File: src/rtl/axis_pkt_gen.sv
// axis_pkt_gen: AXI-Stream packet source. A start pulse launches a run of
// num_pkts packets of pkt_len beats each, separated by gap_cycles idle
// cycles. The payload is a byte counter that keeps counting across packets,
// so a receiver can detect reordering or loss. Every output is decoded from
// registered state and counters only, so m_tvalid never depends on m_tready.
module axis_pkt_gen #(
  parameter int LEN_W = 8,
  parameter int CNT_W = 8,
  parameter int GAP_W = 4
) (
  input  logic             clk,
  input  logic             reset_n,
  input  logic             start,
  input  logic [LEN_W-1:0] pkt_len,
  input  logic [CNT_W-1:0] num_pkts,
  input  logic [GAP_W-1:0] gap_cycles,
  output logic [7:0]       m_tdata,
  output logic             m_tvalid,
  output logic             m_tlast,
  input  logic             m_tready,
  output logic             busy,
  output logic             done,
  output logic [CNT_W-1:0] pkt_count
);

  typedef enum logic [1:0] {
    S_IDLE = 2'd0,
    S_SEND = 2'd1,
    S_GAP  = 2'd2,
    S_FIN  = 2'd3
  } state_t;

  state_t           r_state;
  state_t           w_state_next;
  logic [LEN_W-1:0] r_len;
  logic [CNT_W-1:0] r_num;
  logic [GAP_W-1:0] r_gap;
  logic [LEN_W-1:0] r_beat;
  logic [7:0]       r_payload;
  logic [CNT_W-1:0] r_pkt_count;
  logic [GAP_W-1:0] r_gap_cnt;

  logic w_xfer;
  logic w_last;
  logic w_final;
  logic w_empty;

  assign w_xfer  = (r_state == S_SEND) && m_tready;
  assign w_last  = (r_beat == (r_len - {{(LEN_W-1){1'b0}}, 1'b1}));
  assign w_final = ((r_pkt_count + {{(CNT_W-1){1'b0}}, 1'b1}) == r_num);
  // A zero length or zero count is judged on the live inputs because they
  // are the values being latched at the same edge.
  assign w_empty = (pkt_len == {LEN_W{1'b0}}) || (num_pkts == {CNT_W{1'b0}});

  // Next-state decode for the run sequencer.
  always_comb begin
    w_state_next = r_state;
    case (r_state)
      S_IDLE: begin
        if (start) begin
          w_state_next = w_empty ? S_FIN : S_SEND;
        end else begin
          w_state_next = S_IDLE;
        end
      end
      S_SEND: begin
        if (w_xfer && w_last) begin
          if (w_final) begin
            w_state_next = S_FIN;
          end else if (r_gap == {GAP_W{1'b0}}) begin
            w_state_next = S_SEND;
          end else begin
            w_state_next = S_GAP;
          end
        end else begin
          w_state_next = S_SEND;
        end
      end
      S_GAP: begin
        if (r_gap_cnt == {GAP_W{1'b0}}) begin
          w_state_next = S_SEND;
        end else begin
          w_state_next = S_GAP;
        end
      end
      S_FIN:   w_state_next = S_IDLE;
      default: w_state_next = S_IDLE;
    endcase
  end

  // State register.
  always_ff @(posedge clk) begin
    if (!reset_n) begin
      r_state <= S_IDLE;
    end else begin
      r_state <= w_state_next;
    end
  end

  // Configuration latch, beat/payload/packet counters and gap down-counter.
  always_ff @(posedge clk) begin
    if (!reset_n) begin
      r_len       <= {LEN_W{1'b0}};
      r_num       <= {CNT_W{1'b0}};
      r_gap       <= {GAP_W{1'b0}};
      r_beat      <= {LEN_W{1'b0}};
      r_payload   <= 8'd0;
      r_pkt_count <= {CNT_W{1'b0}};
      r_gap_cnt   <= {GAP_W{1'b0}};
    end else if ((r_state == S_IDLE) && start) begin
      r_len       <= pkt_len;
      r_num       <= num_pkts;
      r_gap       <= gap_cycles;
      r_beat      <= {LEN_W{1'b0}};
      r_payload   <= 8'd0;
      r_pkt_count <= {CNT_W{1'b0}};
      r_gap_cnt   <= {GAP_W{1'b0}};
    end else begin
      if (w_xfer) begin
        r_payload <= r_payload + 8'd1;
        if (w_last) begin
          r_beat      <= {LEN_W{1'b0}};
          r_pkt_count <= r_pkt_count + {{(CNT_W-1){1'b0}}, 1'b1};
          // Loaded one below the gap so that GAP lasts exactly gap cycles
          // (the terminal cycle is the one that sees zero).
          r_gap_cnt   <= r_gap - {{(GAP_W-1){1'b0}}, 1'b1};
        end else begin
          r_beat <= r_beat + {{(LEN_W-1){1'b0}}, 1'b1};
        end
      end else if ((r_state == S_GAP) && (r_gap_cnt != {GAP_W{1'b0}})) begin
        r_gap_cnt <= r_gap_cnt - {{(GAP_W-1){1'b0}}, 1'b1};
      end else begin
        r_gap_cnt <= r_gap_cnt;
      end
    end
  end

  assign m_tvalid  = (r_state == S_SEND);
  assign m_tdata   = r_payload;
  assign m_tlast   = (r_state == S_SEND) && w_last;
  assign busy      = (r_state != S_IDLE);
  assign done      = (r_state == S_FIN);
  assign pkt_count = r_pkt_count;

endmodule
File: config.mk
export PLATFORM = sky130hd
export DESIGN_NAME = axis_pkt_gen
export DESIGN_NICKNAME = d
export VERILOG_FILES = /design/src/rtl/axis_pkt_gen.sv
export SDC_FILE = /design/constraint.sdc
export NUM_CORES = 1
export LEC_CHECK = 0
export ABC_AREA = 1
export BUFFER_PORTS_ARGS = -buffer_cell sky130_fd_sc_hd__buf_2
export CAP_MARGIN = 20
export CORE_MARGIN = 2
export CORE_UTILIZATION = 28
export DETAILED_ROUTE_END_ITERATION = 6
export HOLD_SLACK_MARGIN = 0.08
export PLACE_DENSITY = 0.47
export SLEW_MARGIN = 20
export SYNTH_ARGS = -nofsm -noshare
export SYNTH_HDL_FRONTEND = slang
export SYNTH_SLANG_ARGS = --single-unit
export TNS_END_PERCENT = 50
File: constraint.sdc
create_clock -name clk -period 4.4 [get_ports clk]
set_input_delay 0.44 -clock clk [delete_from_list [all_inputs] [get_ports clk]]
set_output_delay 0.44 -clock clk [all_outputs]
set_load 0.02 [all_outputs]
==> results of run 1 <==
## through the flow
step	total power, uW	util [%]	area (um^2)
after floorplan	597	-	2770
after global placement	635	32.1	3110
after CTS	935	33.1	3210
final	926	33.1	3210
after detailed placement	637	32.1	3110
after global routing	974	33.1	3210
## layout make-up
type                       instances  share of cell area [%]
inverter                          57                    6.83
tap                              133                    5.19
multi-input combinational        292                    47.0
clock buffer                       5                    2.15
timing repair buffer              43                    6.71
sequential                        50                    31.2
clock inverter                     3                   0.897
## layout by cell type (no fill, tap or decap), drive strengths merged
cell type	synthesis	final
o21ai	36	36
o21bai	2	2
nand3b	1	1
nor4	5	5
or4	1	1
buf	1	43
xnor2	2	2
mux2i	1	1
a22o	1	1
a31oi	1	1
nand3	26	26
xnor3	1	1
inv	56	58
a21oi	29	29
clkinv	1	2
nand2	94	94
or2	2	2
dfxtp	50	50
nor3b	2	2
ha	5	5
nor2	63	63
nand2b	1	1
nor3	8	8
nand4	2	2
xor2	9	9
clkbuf	7	5
## final timing paths
check	endpoint	startpoint	slack, ns
worst max-delay path	r_beat[6]	r_state[1]	1.74
worst min-delay path	r_gap[3]	gap_cycles[3]	0.38
worst min register to register	m_tdata[7]	m_tdata[7]	0.47
worst max register to register	r_beat[6]	r_state[1]	1.74
## layer usage
layer	share of wire [%]	wire [um]	GRT usage [%]
met5	0	0	0
met4	0.63	43	3.64
met3	5.5	376	2.35
met2	41	2780	20.5
met1	53	3580	19.6
## sequential cells by signal, summed over array words and instances, names as in the netlist
register	flops
m_tdata	8
pkt_count	8
r_beat	8
r_len	8
r_num	8
r_gap	4
r_gap_cnt	4
r_state	2
## report_power, final
group | leakage, uW | switching (uW) | internal (uW)
Clock | 0.0000506 | 181 | 119
Combinational | 0.000950 | 90.7 | 50.6
Sequential | 0.000408 | 13.9 | 470
Total | 0.00141 | 286 | 640
## logic make-up (layout without fill, tap and decap cells)
kind of cell / count (synthesis) / in the layout
compound gates: 69 / 69
simple gates: 205 / 205
mux: 1 / 1
flops: 50 / 50
fa+ha+maj: 5 / 5
xor+xnor: 12 / 12
buf+inv: 65 / 108
## critical path: cells and delay by family, from the launching register on
family / cells / cell delay, ns
buffers and inverters: 1 / 0.31
and+or+nand+nor: 5 / 1.82
DFF: 1 / 0.45
==> results.ini, run 1 <==
[run_status]
status = completed

[global_route]
grt_pass1_vias = 2472
overflow = 0
grt_use_total_pct = 13.5
grt_first_pass_wirelength_um = 11400
grt_max_degree = 34
antenna_found_initial = 0

[synthesis]
yosysSeqAreaShare_pct = 36.2
synth_compound_area_share_pct = 13.1
synth-async-reset-ratio_pct = 0
yosys.area_share.simple_pct = 34.5
syn_nets = 436
ys.flop_type = dfxtp_1
synth_area_mm2 = 0.00277
syn_area_per_cell_um2 = 6.80
synth-adder-area-share_pct = 2.26
ys.warnings.count = 0
ys_seq_elements = 50
synth_top_area_cell = dfxtp_1
synth_xor_area_share_pct = 4.30
synth_top_cell_area_share_pct = 36.2
synthTopCellsByCount = 88 x nand2_1, 56 x nor2_1, 51 x inv_1, 50 x dfxtp_1, 34 x o21ai_0
ys_top_cells_by_area = dfxtp_1 36%, nand2_1 12%, nor2_1 7.6%, inv_1 6.9%, o21ai_0 6.2%
ys_types = 40
synth-edff-count = 0
synth_top_family_by_area = simple AND/OR/NAND/NOR gates
synth.most_common_cell = nand2_1
netlist_instances = 407
synth.mux.area_fraction_pct = 0.362

[worst_setup_path]
critPathCaptureType = register
critPathMostFrequentCell = nor2_1
slowest_delay_ns = 0.84
r2r_cells = 6
critPathKind = reg -> reg
arrival_ns = 2.90
required_ns = 4.65
cp_max_fo = 33
cpMaxStageDelayCell = nor2_1
critical_path.startpoint_type = register
path_cells = nor2_1 -> nand2_2 -> inv_1 -> nor2_1 -> nand2_1 -> nor2_1

[power]
p_leak_uw = 0.00141
ir_drop_uv = 117
power_density_mw_per_mm2 = 289

[detailed_routing]
num_vias = 2564
wl_per_cell_um = 11.6
drc_errors = 0
routed_wl_um = 6780
drt_iter0_markers = 98
first_pass_iters = 4
vias_per_cell = 4.40
ant_nets = 0

[sta]
hold_ws_ns = 0.378
worstMarginPinSlew_ns = 1.01
rsz0062_at_grt = no
period_minus_slack_ns = 2.66
fin_ws_ns = 1.74
max_slew_margin_pct = 32.3
timing.fmax_mhz = 377
slew_violations = 0
setup_viol = 0
fin_setup_tns_ns = 0
fin_crit_sh_pct = 60.3
hold_viol = 0
final.setup_skew_ns = 0.0202

[die]
fp.dieArea_mm2 = 0.0107
io_pins = 44
start_util_pct = 28.6
row_count = 36
die_w_um = 103
core_mm2 = 0.00968
die_h_um = 103

[clock_tree]
cts.sinks = 50
path_clk_slew_ns = 0.12
post_cts_buffers = 0
ctsResizeCount = 0
cts_root_buf = clkbuf_8
hold_buffers = 0
htreeDepth = 2
cts_made_buffers = 5
cts.path.max_buffers = 2
cts_tree = built
insertion_delay_ns = 0.33

[place]
io_buffers = 43
dp_cells = 575
place.gp.congestion = 0.780
dpl_worst_slack_ns = 1.71
dp_hpwl_um = 5410

[cells_and_area]
ff_latch_area_mm2 = 0.00100
drive_gt1_share_pct = 17.3
area_delta_synth_final_pct = 15.9
nets = 478
multi_input_area_mm2 = 0.00151
final_cells = 583
antenna_cells = 0
fill_cells = 1090

[hold_path]
hold_path_class = in -> reg
whs_path_depth = 3

[run]
maxCapViolCount = 0

No activity file was read; power rests on OpenSTA's default activity.
==> run 2, diff against run 1 <==
--- a/config.mk
+++ b/config.mk
@@ -12,7 +12,7 @@
 export CORE_UTILIZATION = 28
 export DETAILED_ROUTE_END_ITERATION = 6
 export HOLD_SLACK_MARGIN = 0.08
-export PLACE_DENSITY = 0.47
+export PLACE_DENSITY = 0.49
 export SLEW_MARGIN = 20
 export SYNTH_ARGS = -nofsm -noshare
 export SYNTH_HDL_FRONTEND = slang
==> constraint.sdc (replaced) <==
create_clock -name clk -period 2.4 [get_ports clk]
set_input_delay 0.24 -clock clk [delete_from_list [all_inputs] [get_ports clk]]
set_output_delay 0.24 -clock clk [all_outputs]
set_load 0.02 [all_outputs]
==> run 2 against run 1 <==
Against the previous run:
- first-iteration DRC count shrank 2.0%
- cell area is 0.86% higher
- critical path depth up 7
- setup slack lost 1.6 ns
- largest power group unchanged
==> results.ini, run 2 (synthesized netlist as in run 1, its figures left out) <==
[run_status]
status = completed

[worst_setup_path]
cp_max_fo = 4  ; -88%
slowest_delay_ns = 0.38  ; -0.46 ns
r2r_start = pkt_count[0]
critical_path.startpoint_type = register
critPathCapture = m_tlast
r2r_cells = 12  ; +6
worst-r2r-setup-slack_ns = 0.48  ; -1.26 ns
startpoint = r_len[0]
crit_buf_inv = 3  ; +2
cpMaxStageDelayCell = dfxtp_1
required_ns = 2.16  ; -2.49 ns
cp.depth = 13  ; +7
critPathKind = reg -> out
cp_top_family = simple AND/OR/NAND/NOR gates
critPathCaptureType = output port
regToRegEndpoint = r_state[0]
critPathMostFrequentCell = nand2_1
path_cells = inv_2 -> ha_1 -> inv_1 -> nand2_1 -> nand2_1 -> nor2_1 -> nand2_1 -> nor2_2 -> nand3_2 -> nor2_4 -> nand2_2 -> nor2_4 -> buf_2
arrival_ns = 1.98  ; -0.92 ns

[global_route]
grt_pass1_vias = 2342  ; -5.3%
grt_max_degree = 25  ; -26%
grt_first_pass_wirelength_um = 11100  ; -2.1%
grt_use_total_pct = 13.1  ; -0.35 points
antenna_found_initial = 0  ; unchanged
overflow = 0  ; unchanged

[sta]
timing.fmax_mhz = 451
worstMarginPinSlew_ns = 0.351  ; -0.661 ns
fin_setup_tns_ns = 0  ; unchanged
final.setup_skew_ns = 0.0175  ; -0.00271 ns
rsz0062_at_grt = no
setup_viol = 0  ; unchanged
hold_viol = 0  ; unchanged
fin_crit_sh_pct = 92.3
max_slew_margin_pct = 76.5  ; +44 points
slew_violations = 0  ; unchanged
period_minus_slack_ns = 2.22

[clock_tree]
post_cts_buffers = 0  ; unchanged
insertion_delay_ns = 0.30  ; -0.03 ns
cts.sinks = 50  ; unchanged
cts_tree = built
hold_buffers = 0  ; unchanged
cts.path.max_buffers = 2  ; unchanged
path_clk_slew_ns = 0.09  ; -0.03 ns
cts_root_buf = clkbuf_8
cts_made_buffers = 5  ; unchanged
ctsResizeCount = 0  ; unchanged
htreeDepth = 2  ; unchanged

[die]
fp.dieArea_mm2 = 0.0107  ; unchanged
start_util_pct = 28.6  ; unchanged
core_mm2 = 0.00968  ; unchanged
io_pins = 44  ; unchanged
row_count = 36  ; unchanged
die_h_um = 103  ; unchanged
die_w_um = 103  ; unchanged

[place]
dp_cells = 579  ; +0.70%
dp_hpwl_um = 5380  ; -0.48%
io_buffers = 43  ; unchanged
place.gp.congestion = 0.838  ; +7.5%

[power]
p_leak_uw = 0.00142  ; +1.1%
power_density_mw_per_mm2 = 516  ; +79%
ir_drop_uv = 209  ; +79%

[cells_and_area]
nets = 482  ; +0.84%
area_delta_synth_final_pct = 16.9
final_cells = 587  ; +0.69%
final_cell_mix = 88 x nand2_1, 56 x nor2_1, 51 x inv_1, 50 x dfxtp_1, 43 x buf_2
layout_commonest_cell = nand2_1
drive_gt1_share_pct = 18.1  ; +0.73 points
antenna_cells = 0  ; unchanged

[detailed_routing]
drc_errors = 0  ; unchanged
first_pass_iters = 4  ; unchanged
ant_nets = 0  ; unchanged
num_vias = 2593  ; +1.1%
vias_per_cell = 4.42  ; +0.44%
drt_iter0_markers = 96  ; -2.0%
routed_wl_um = 6720  ; -0.90%
wl_per_cell_um = 11.4  ; -1.6%

[run]
maxCapViolCount = 0  ; unchanged

[hold_path]
hold_path_class = in -> reg
whs_path_depth = 3  ; unchanged

## run 2: worst min-delay path by stage
stage / startpoint / to / slack, ns
6_report: gap_cycles[2] / r_gap[2] / 0.21
5_1_grt: gap_cycles[1] / r_gap[1] / 0.21
4_1_cts: gap_cycles[2] / r_gap[2] / 0.20
3_5_place_dp: m_tdata[7] / m_tdata[7] / 0.46
3_3_place_gp: m_tdata[7] / m_tdata[7] / 0.45
2_1_floorplan: reset_n / r_state[1] / 0.40
## run 2: layout make-up
cell class	count	area (um^2)
tap	133	166
clock inverter	2	12.5
timing repair buffer	47	245
sequential	50	1000
inverter	57	219
multi-input combinational	292	1510
clock buffer	6	82.6
fill	1087	6450
## run 2: layer usage
| metal | routed length, um | global-route usage [%] |
|---|---|---|
| met1 | 3490 | 19.2 |
| met2 | 2840 | 20.4 |
| met5 | 0 | 0 |
| met4 | 24 | 1.82 |
| met3 | 357 | 2.76 |
## run 2: report_power, final
| group | internal [uW] | total [uW] | leakage (uW) | switching, uW |
|---|---|---|---|---|
| Sequential | 861 | 887 | 0.000408 | 26.1 |
| Clock | 232 | 510 | 0.0000472 | 277 |
| Combinational | 98.6 | 270 | 0.000969 | 172 |
| Total | 1190 | 1670 | 0.00142 | 475 |
## run 2: worst reg2reg max path: cells and delay by family (launching register included)
kind / cells / cell delay (ns)
DFF: 1 / 0.42
and+or+nand+nor: 9 / 0.94
adders and majority gates: 1 / 0.22
AOI/OAI and AO/OA: 2 / 0.22
## run 2: stage by stage
step	power, uW	setup WS (ns)	hold WS [ns]	utilization (%)	instance area [um^2]
finish	1670	0.185	0.210	33.4	3230
CTS	1700	0.159	0.200	33.4	3230
global route	1770	0.0000111	0.212	33.4	3230
global placement	1180	0.490	0.450	32.4	3140
detailed placement	1180	0.487	0.455	32.4	3140
floorplan	1090	0.658	0.397	-	2770
